<file path="src/rtl/bcd_serial_alu.sv">
`default_nettype none
// ============================================================================
//  Module   : bcd_serial_alu
//  Purpose  : Digit-serial BCD add/subtract controller. One BCD digit per
//             clock, least-significant first, through a single-digit BCD
//             adder with nine's-complement operand select and a start/done
//             handshake.
//  Options  : BCD_SERIAL_RECOMPLEMENT_EN - when defined, a negative
//             difference is recomplemented to its magnitude and neg is set;
//             when undefined the ten's-complement difference is returned
//             and neg is tied low.
//  Revision : 1.0 - initial release
// ============================================================================
module bcd_serial_alu #(
    parameter int DIGITS = 4
) (
    input  logic                  clk,
    input  logic                  rst,
    input  logic                  start,
    input  logic                  sub,
    input  logic [4*DIGITS-1:0]   a,
    input  logic [4*DIGITS-1:0]   b,
    output logic                  busy,
    output logic                  done,
    output logic [4*DIGITS-1:0]   result,
    output logic                  cout,
    output logic                  neg,
    output logic                  err
);

    localparam int                 c_W     = 4 * DIGITS;
    localparam int                 c_IDX_W = (DIGITS > 1) ? $clog2(DIGITS) : 1;
    localparam logic [c_IDX_W-1:0] c_LAST  = c_IDX_W'(DIGITS - 1);
    localparam logic [c_IDX_W-1:0] c_ONE   = c_IDX_W'(1);

    typedef enum logic [1:0] {
        S_IDLE   = 2'd0,
        S_RUN    = 2'd1,
`ifdef BCD_SERIAL_RECOMPLEMENT_EN
        S_RECOMP = 2'd2,
`endif
        S_DONE   = 2'd3
    } state_t;

    state_t               r_state_q,  w_state_d;
    logic [c_W-1:0]       r_a_q,      w_a_d;
    logic [c_W-1:0]       r_b_q,      w_b_d;
    logic                 r_sub_q,    w_sub_d;
    logic [c_IDX_W-1:0]   r_idx_q,    w_idx_d;
    logic                 r_carry_q,  w_carry_d;
    logic [c_W-1:0]       r_result_q, w_result_d;
    logic                 r_cout_q,   w_cout_d;
    logic                 r_neg_q,    w_neg_d;
    logic                 r_err_q,    w_err_d;

    logic                 w_in_recomp;
    logic [3:0]           w_opa;
    logic [3:0]           w_opb;
    logic [4:0]           w_sum;
    logic                 w_corr;
    logic [3:0]           w_digit;

    // True when any 4-bit group of the operand is not a legal BCD digit.
    function automatic logic has_bad_digit(input logic [c_W-1:0] v);
        logic bad;
        bad = 1'b0;
        for (int i = 0; i < DIGITS; i++) begin
            if (v[i*4 +: 4] > 4'd9) begin
                bad = 1'b1;
            end
        end
        return bad;
    endfunction

`ifdef BCD_SERIAL_RECOMPLEMENT_EN
    assign w_in_recomp = (r_state_q == S_RECOMP);
`else
    assign w_in_recomp = 1'b0;
`endif

    // Shared single-digit BCD adder: operand select, binary add, +6 correction.
    always_comb begin
        w_opa = 4'd0;
        w_opb = 4'd0;
        if (w_in_recomp) begin
            // 0 + nine's complement of the stored digit (plus carry) = ten's complement
            w_opb = 4'd9 - r_result_q[{r_idx_q, 2'b00} +: 4];
        end else begin
            w_opa = r_a_q[{r_idx_q, 2'b00} +: 4];
            w_opb = r_sub_q ? (4'd9 - r_b_q[{r_idx_q, 2'b00} +: 4])
                            : r_b_q[{r_idx_q, 2'b00} +: 4];
        end
        w_sum   = {1'b0, w_opa} + {1'b0, w_opb} + {4'd0, r_carry_q};
        w_corr  = w_sum[4] | (w_sum[3:0] > 4'd9);
        w_digit = w_sum[3:0] + (w_corr ? 4'd6 : 4'd0);
    end

    // Next-state and datapath update for the sequencer.
    always_comb begin
        w_state_d  = r_state_q;
        w_a_d      = r_a_q;
        w_b_d      = r_b_q;
        w_sub_d    = r_sub_q;
        w_idx_d    = r_idx_q;
        w_carry_d  = r_carry_q;
        w_result_d = r_result_q;
        w_cout_d   = r_cout_q;
        w_neg_d    = r_neg_q;
        w_err_d    = r_err_q;

        case (r_state_q)
            S_IDLE: begin
                if (start) begin
                    w_a_d      = a;
                    w_b_d      = b;
                    w_sub_d    = sub;
                    w_result_d = '0;
                    w_cout_d   = 1'b0;
                    w_neg_d    = 1'b0;
                    w_err_d    = has_bad_digit(a) | has_bad_digit(b);
                    w_idx_d    = '0;
                    // Subtraction is a + nine's complement(b) + 1
                    w_carry_d  = sub;
                    w_state_d  = S_RUN;
                end
            end

            S_RUN: begin
                w_result_d[{r_idx_q, 2'b00} +: 4] = w_digit;
                w_carry_d = w_corr;
                w_idx_d   = r_idx_q + c_ONE;
                if (r_idx_q == c_LAST) begin
                    w_cout_d  = w_corr;
                    w_idx_d   = '0;
                    w_state_d = S_DONE;
`ifdef BCD_SERIAL_RECOMPLEMENT_EN
                    // No end carry on a subtract means a < b: convert to magnitude
                    if (r_sub_q && !w_corr) begin
                        w_carry_d = 1'b1;
                        w_state_d = S_RECOMP;
                    end
`endif
                end
            end

`ifdef BCD_SERIAL_RECOMPLEMENT_EN
            S_RECOMP: begin
                w_result_d[{r_idx_q, 2'b00} +: 4] = w_digit;
                w_carry_d = w_corr;
                w_idx_d   = r_idx_q + c_ONE;
                if (r_idx_q == c_LAST) begin
                    w_neg_d   = 1'b1;
                    w_idx_d   = '0;
                    w_carry_d = 1'b0;
                    w_state_d = S_DONE;
                end
            end
`endif

            S_DONE: begin
                w_state_d = S_IDLE;
            end

            default: begin
                w_state_d = S_IDLE;
            end
        endcase
    end

    // State and datapath registers with synchronous reset.
    always_ff @(posedge clk) begin
        if (rst) begin
            r_state_q  <= S_IDLE;
            r_a_q      <= '0;
            r_b_q      <= '0;
            r_sub_q    <= 1'b0;
            r_idx_q    <= '0;
            r_carry_q  <= 1'b0;
            r_result_q <= '0;
            r_cout_q   <= 1'b0;
            r_neg_q    <= 1'b0;
            r_err_q    <= 1'b0;
        end else begin
            r_state_q  <= w_state_d;
            r_a_q      <= w_a_d;
            r_b_q      <= w_b_d;
            r_sub_q    <= w_sub_d;
            r_idx_q    <= w_idx_d;
            r_carry_q  <= w_carry_d;
            r_result_q <= w_result_d;
            r_cout_q   <= w_cout_d;
            r_neg_q    <= w_neg_d;
            r_err_q    <= w_err_d;
        end
    end

    assign busy   = (r_state_q == S_RUN) | w_in_recomp;
    assign done   = (r_state_q == S_DONE);
    assign result = r_result_q;
    assign cout   = r_cout_q;
    assign neg    = r_neg_q;
    assign err    = r_err_q;

endmodule
`default_nettype wire

</file>
<file path="config.mk">
export PLATFORM = sky130hd
export DESIGN_NAME = bcd_serial_alu
export DESIGN_NICKNAME = d
export VERILOG_FILES = /design/src/rtl/bcd_serial_alu.sv
export SDC_FILE = /design/constraint.sdc
export NUM_CORES = 1
export LEC_CHECK = 0
export CAP_MARGIN = 40
export CORE_MARGIN = 2
export CORE_UTILIZATION = 40
export CTS_BUF_LIST = sky130_fd_sc_hd__clkbuf_8
export CTS_CLUSTER_SIZE = 10
export DETAILED_ROUTE_END_ITERATION = 10
export GPL_TIMING_DRIVEN = 1
export PLACE_DENSITY = 0.65
export SYNTH_ARGS = -nofsm -noshare
export SYNTH_HDL_FRONTEND = slang
export SYNTH_SLANG_ARGS = --single-unit
</file>
<file path="constraint.sdc">
create_clock -name clk -period 6.4 [get_ports clk]
set_input_delay 1.28 -clock clk [delete_from_list [all_inputs] [get_ports clk]]
set_output_delay 1.28 -clock clk [all_outputs]
set_load 0.03 [all_outputs]
</file>
# After elaboration in Yosys (flattened, before gate mapping)

Index checks and enable logic that the tools add are counted.

$add $sub $neg: 6
$lt $le $gt $ge: 9
Equality and inequality tests: 5
Shift operators: 4
Muxes and demuxes: 28
Bitwise operators: 2
Reduce and logical (&&, ||, !) cells: 6

Operators with widths:

| kind                                                                   | count |
|---|---|
| 4-bit > comparator, second input constant                              | 9 |
| 16-bit one-hot mux with 2 select lines                                 | 1 |
| 16-bit by 5-bit indexed part select with 4-bit output                  | 2 |
| 16-bit bitwise mux                                                     | 1 |
| 16-bit 2-to-1 mux                                                      | 1 |
| 4-bit by 6-bit variable shift with 16-bit output, first input constant | 1 |
| 4-bit by 6-bit indexed part select with 16-bit output                  | 1 |
| 1-bit 2-to-1 mux                                                       | 15 |
| 2-bit 2-to-1 mux                                                       | 4 |
| 2-bit one-hot mux with 2 select lines                                  | 2 |
| 4-bit negator with 6-bit output                                        | 1 |
| 2-bit AND reduction                                                    | 3 |
| 4-bit by 4-bit adder with 5-bit output                                 | 1 |
| 5-bit by 1-bit adder with 5-bit output                                 | 1 |
| 4-bit by 3-bit adder with 4-bit output                                 | 1 |
| 2-bit equality test, second input constant                             | 2 |
| 4-bit 2-to-1 mux                                                       | 1 |
| 1-bit one-hot mux with 2 select lines                                  | 2 |
| 4-bit subtractor, first input constant                                 | 1 |
| 3-bit 2-to-1 mux                                                       | 1 |
| 3-bit AND reduction                                                    | 1 |
| 2-bit by 1-bit adder with 2-bit output, second input constant          | 1 |
| 2-bit by 1-bit equality test with 1-bit output, second input constant  | 1 |
| 2-bit zero test                                                        | 1 |
| 4 further kinds                                                        | 5 |

Register bits: 56
Input bits: 36
Output and inout port bits: 21
Word-level logic and storage cells: 69

# Logic depth before layout (Yosys ltp)

Depth in word-level cells: 12
Depth in mapped cells: 16
Depth with buffers taken out: 15

# Worst setup path before layout

No wires, ideal clock.

Path kind: register to register
From: reg r_idx_q[0]
To: reg r_result_q[3] (netlist: result[3])
Data arrival time: 4.195 ns
Data required time: 6.266 ns
Slack: 2.071 ns
Stages on the path, launching flop included: 15
Path buffers: 1
Period minus slack after synthesis: 4.329 ns
Cells stage by stage: dfxtp_1 buf_6 mux4_2 xor2_1 fa_1 fa_1 o22a_1 o221a_2 a221oi_2 inv_1 ha_1 fa_1 xnor2_1 xnor2_1 o21ai_0

Cells in the longest elaborated chain, start to end: 12
Elaborated cells between the ends (all ways): 15
Classes of those cells: add/sub: 5; order compare: 1; shift: 4; mux: 4; bitwise: 1

RTL lines:

| item                                                  | line   | source |
|---|---|---|
| start, declared                                       | 49     | `logic [c_IDX_W-1:0] r_idx_q, w_idx_d;` |
| start signal, assigned                                | 188    | `r_idx_q <= w_idx_d;` |
| 16-bit by 5-bit indexed part select with 4-bit output | 90, 91 |  |
| 4-bit subtractor                                      | 90     | `w_opb = r_sub_q ? (4'd9 - r_b_q[{r_idx_q, 2'b00} +: 4])` |
| 4-bit 2-to-1 mux                                      | 90     |  |
| 4-bit by 4-bit adder with 5-bit output                | 93     | `w_sum = {1'b0, w_opa} + {1'b0, w_opb} + {4'd0, r_carry_q};` |
| 5-bit by 1-bit adder with 5-bit output                | 93     |  |
| 4-bit > comparator                                    | 94     | `w_corr = w_sum[4] \| (w_sum[3:0] > 4'd9);` |
| 1-bit OR                                              | 94     |  |
| 3-bit 2-to-1 mux                                      | 95     | `w_digit = w_sum[3:0] + (w_corr ? 4'd6 : 4'd0);` |
| 4-bit by 3-bit adder with 4-bit output                | 95     |  |
| 4-bit by 6-bit indexed part select with 16-bit output | 129    | `w_result_d[{r_idx_q, 2'b00} +: 4] = w_digit;` |
| 16-bit bitwise mux *                                  | 129    |  |
| 16-bit one-hot mux with 2 select lines *              | 111    | `case (r_state_q)` |
| end signal, assigned                                  | 190    | `r_result_q <= w_result_d;` |
| end, declared                                         | 51     | `logic [c_W-1:0] r_result_q, w_result_d;` |

Every way passes the cells marked *; elsewhere a longest branch is shown, timed or not.
A chain may end at the register's enable or synchronous reset.

# Final worst setup path

Same ends and word-level chain as after synthesis.

==> flow_summary.yaml <==
critical_path:
  end_kind: "flop"
  rrSetupSlack_ns: 1.54
  cp_top_family: "adder cells"
  crit_path_frequent_cell: "fa_1"
  reg2reg_depth: 13
  arrival_ns: 5.06
  path_buf_inv: 1
  r2r_start: "r_idx_q[0]"
  worstSetupPathType: "reg -> reg"
  crit_path_start_kind: "flop"
  worstPathRequired_ns: 6.60
  max_stage_delay_ns: 0.85
  worst-path-max-fanout: 16
  reg2reg_to: "result[3]"
  slowest_stage: "dfxtp_1"
  path_cells: "mux4_2 > xor2_1 > fa_1 > fa_1 > o22a_1 > o221a_2 > a221oi_2 > inv_1 > ha_1 > fa_1 > xnor2_1 > xnor2_1 > o21ai_0"
yosys:
  synth_top_family_by_area: "simple AND/OR/NAND/NOR gates"
  ys_seq_area_share_pct: 41.2
  syn_avg_cell_area_sq_um: 8.81
  yosysTopAreaCellShare_pct: 41.2
  synth_ff_type: "dfxtp_1"
  netlist_area_sq_um: 2720
  yosysTopAreaCell: "dfxtp_1"
  synthAdderAreaFrac_pct: 6.34
  synth_xor_area_share_pct: 1.61
  ys_ff_latch: 56
  synth-simple-area-share_pct: 19.9
  async_flop_share_pct: 0
  synth_cell_types: 41
  synth_enable_flop_cells: 0
  synth_nets: 357
  ys_top_cells_by_count: "nand2_1, dfxtp_1, a21oi_1, nor2_1, a22oi_1"
  yosys_warnings: 0
  yosys-top-cells-area: "dfxtp_1, nand2_1, a21oi_1, mux4_2, ha_1"
  synth_mux_area_share_pct: 6.62
  synth_compound_gate_area_share_pct: 18.4
  synth_most_common_cell: "nand2_1"
  syn_inst: 309
floorplan:
  die_h_microns: 86.5
  die_area_sq_um: 7480
  coreArea_sq_um: 6680
  fp-row-count: 30
  die_w_microns: 86.5
  ios: 57
  initial_core_util_pct: 40.7
route:
  drtAntennaViolNets: 0
  drcViolationCount: 0
  postRouteWirelength_microns: 6310
  wl_per_cell_microns: 14.5
  dr.first_iter.drc_count: 60
  viasPerCell: 5.27
  drt-pass1-iter-count: 4
  vias: 2294
cts:
  clkSlewWorstSetupHoldPaths_ns: 0.11
  clock_sinks: 56
  insertion_delay_ns: 0.31
  cts-buffers-inserted: 5
  ctsResizeCount: 0
  postCtsSetupBuffers: 0
  clockBufferDepth: 2
  tritoncts: "built"
  holdBufCountCts: 0
  root_buffer: "clkbuf_8"
  htreeDepth: 2
timing:
  maxSlewViolCount: 0
  fin_setup_tns_ns: 0
  final-setup-viol-count: 0
  period_share_pct: 76.0
  fin_crit_ns: 4.86
  fin_skew_ns: 0.0123
  hold_violations: 0
  worst_slew_pin_slew_ns: 0.790
  rsz0062_at_grt: "false"
  relSlewSlack_pct: 47.3
  fmaxAchievable_mhz: 206
  holdWs_ns: 0.455
place:
  dp_cells: 427
  routabilityCongestion: 0.793
  io_buffers: 55
  place_hpwl_microns: 4590
cells_and_area:
  fillers: 685
  layout-drive-gt1-share_pct: 8.45
  area_delta_synth_final_pct: 24.0
  nets: 402
  antennaDiodeCount: 0
  utilization_pct: 50.5
  instances_no_fill: 435
pwr:
  power.switching_uw: 213
  power_uw: 736
  power_frac_seq_pct: 51.3
  p_int_uw: 523
  total_leakage_power_uw: 0.00128
  powerDensity_nw_per_um2: 218
  swShare_pct: 28.9
  ir_worst_vdd_mv: 0.117
  p_clk_share_pct: 28.1
  p_comb_share_pct: 20.6
global_routing:
  grt_overflow: 0
  antenna_found_initial: 0
  grt_pass1_vias: 2174
  grt_first_pass_wirelength_microns: 10400
  grt.total_usage_pct: 17.8
  grt_max_degree: 35
worst_hold_path:
  worst_hold_path.num_cells: 2
  hp-class: "reg -> reg"
  worstHoldEndpoint: "r_a_q[8]"
  min-delay-start: "r_a_q[8]"
job:
  maxCapViolCount: 0
run_status:
  outcome: "finished clean"
power by group through the flow:
stage | clock network, uW | logic, uW | registers [uW]
5_1_grt | 225 | 166 | 381
6_report | 207 | 151 | 378
2_1_floorplan | 0 | 99.8 | 384
3_5_place_dp | 0 | 151 | 386
4_1_cts | 215 | 152 | 378
3_3_place_gp | 0 | 147 | 386
layout make-up:
cell class	instances	area, sq um	area share (%)
multi-input combinational	223	1440	42.7
sequential	56	1120	33.2
timing repair buffer	57	573	17.0
tap	80	100	2.97
clock buffer	6	82.6	2.45
inverter	11	41.3	1.22
clock inverter	2	13.8	0.408
stage by stage:
stage                     setup WS (ns)  cell area, sq um
after floorplan                    2.07              2720
after global placement             1.63              3260
after detailed placement           1.50              3280
after CTS                          1.50              3370
after global routing               1.16              3370
final                              1.54              3370
worst min-delay path, delay by kind of cell (launching register included):
kind / cells / cell delay, ns
simple gates: 1 / 0.05
compound gates: 1 / 0.05
flops: 1 / 0.32
metal layers:
metal  wire length (microns)  vias up  global-route usage, %
met4                      89        0                   5.68
met5                       0        -                      0
met3                     220        8                   3.24
met2                    3080       63                   30.3
li1                        -     1150                      -
met1                    2920     1073                   23.0
worst max-delay path by stage:
| stage | startpoint | end | slack [ns] | cells past startpoint |
|---|---|---|---|---|
| after floorplan | r_idx_q[0] | result[3] | 2.07 | 14 |
| after detailed placement | r_idx_q[0] | result[3] | 1.50 | 13 |
| after CTS | r_idx_q[0] | result[3] | 1.50 | 13 |
| after global placement | r_idx_q[0] | result[3] | 1.63 | 13 |
| final | r_idx_q[0] | result[3] | 1.54 | 13 |
| after global routing | r_idx_q[0] | result[3] | 1.16 | 13 |
flip-flops by register name, indices dropped and copies added, names as in the netlist:
signal	cells
r_a_q	16
r_b_q	16
result	16
r_idx_q	2
r_state_q	2
cout	1
err	1
r_carry_q	1
r_sub_q	1
cell families after synthesis:
| logic type | after synthesis |
|---|---|
| compound gates | 79 |
| xor+xnor | 5 |
| flops | 56 |
| simple gates | 118 |
| mux | 8 |
| buf+inv | 30 |
| other cells | 1 |
| fa+ha+maj | 12 |
placed cells by master (no fill, tap or decap), drive strengths merged, types with 2 or more instances in the layout:
| master | instances |
|---|---|
| a21o | 5 |
| a21oi | 37 |
| a221oi | 2 |
| a22oi | 14 |
| buf | 3 |
| clkbuf | 6 |
| clkdlybuf4s50 | 54 |
| dfxtp | 56 |
| fa | 3 |
| ha | 9 |
| inv | 12 |
| mux4 | 8 |
| nand2 | 76 |
| nand2b | 6 |
| nand3b | 4 |
| nand4 | 2 |
| nor2 | 19 |
| nor3 | 2 |
| o21ai | 13 |
| o22a | 2 |
| o31ai | 2 |
| xnor2 | 3 |
| xor2 | 2 |
Power figures use the tool's default switching activity.
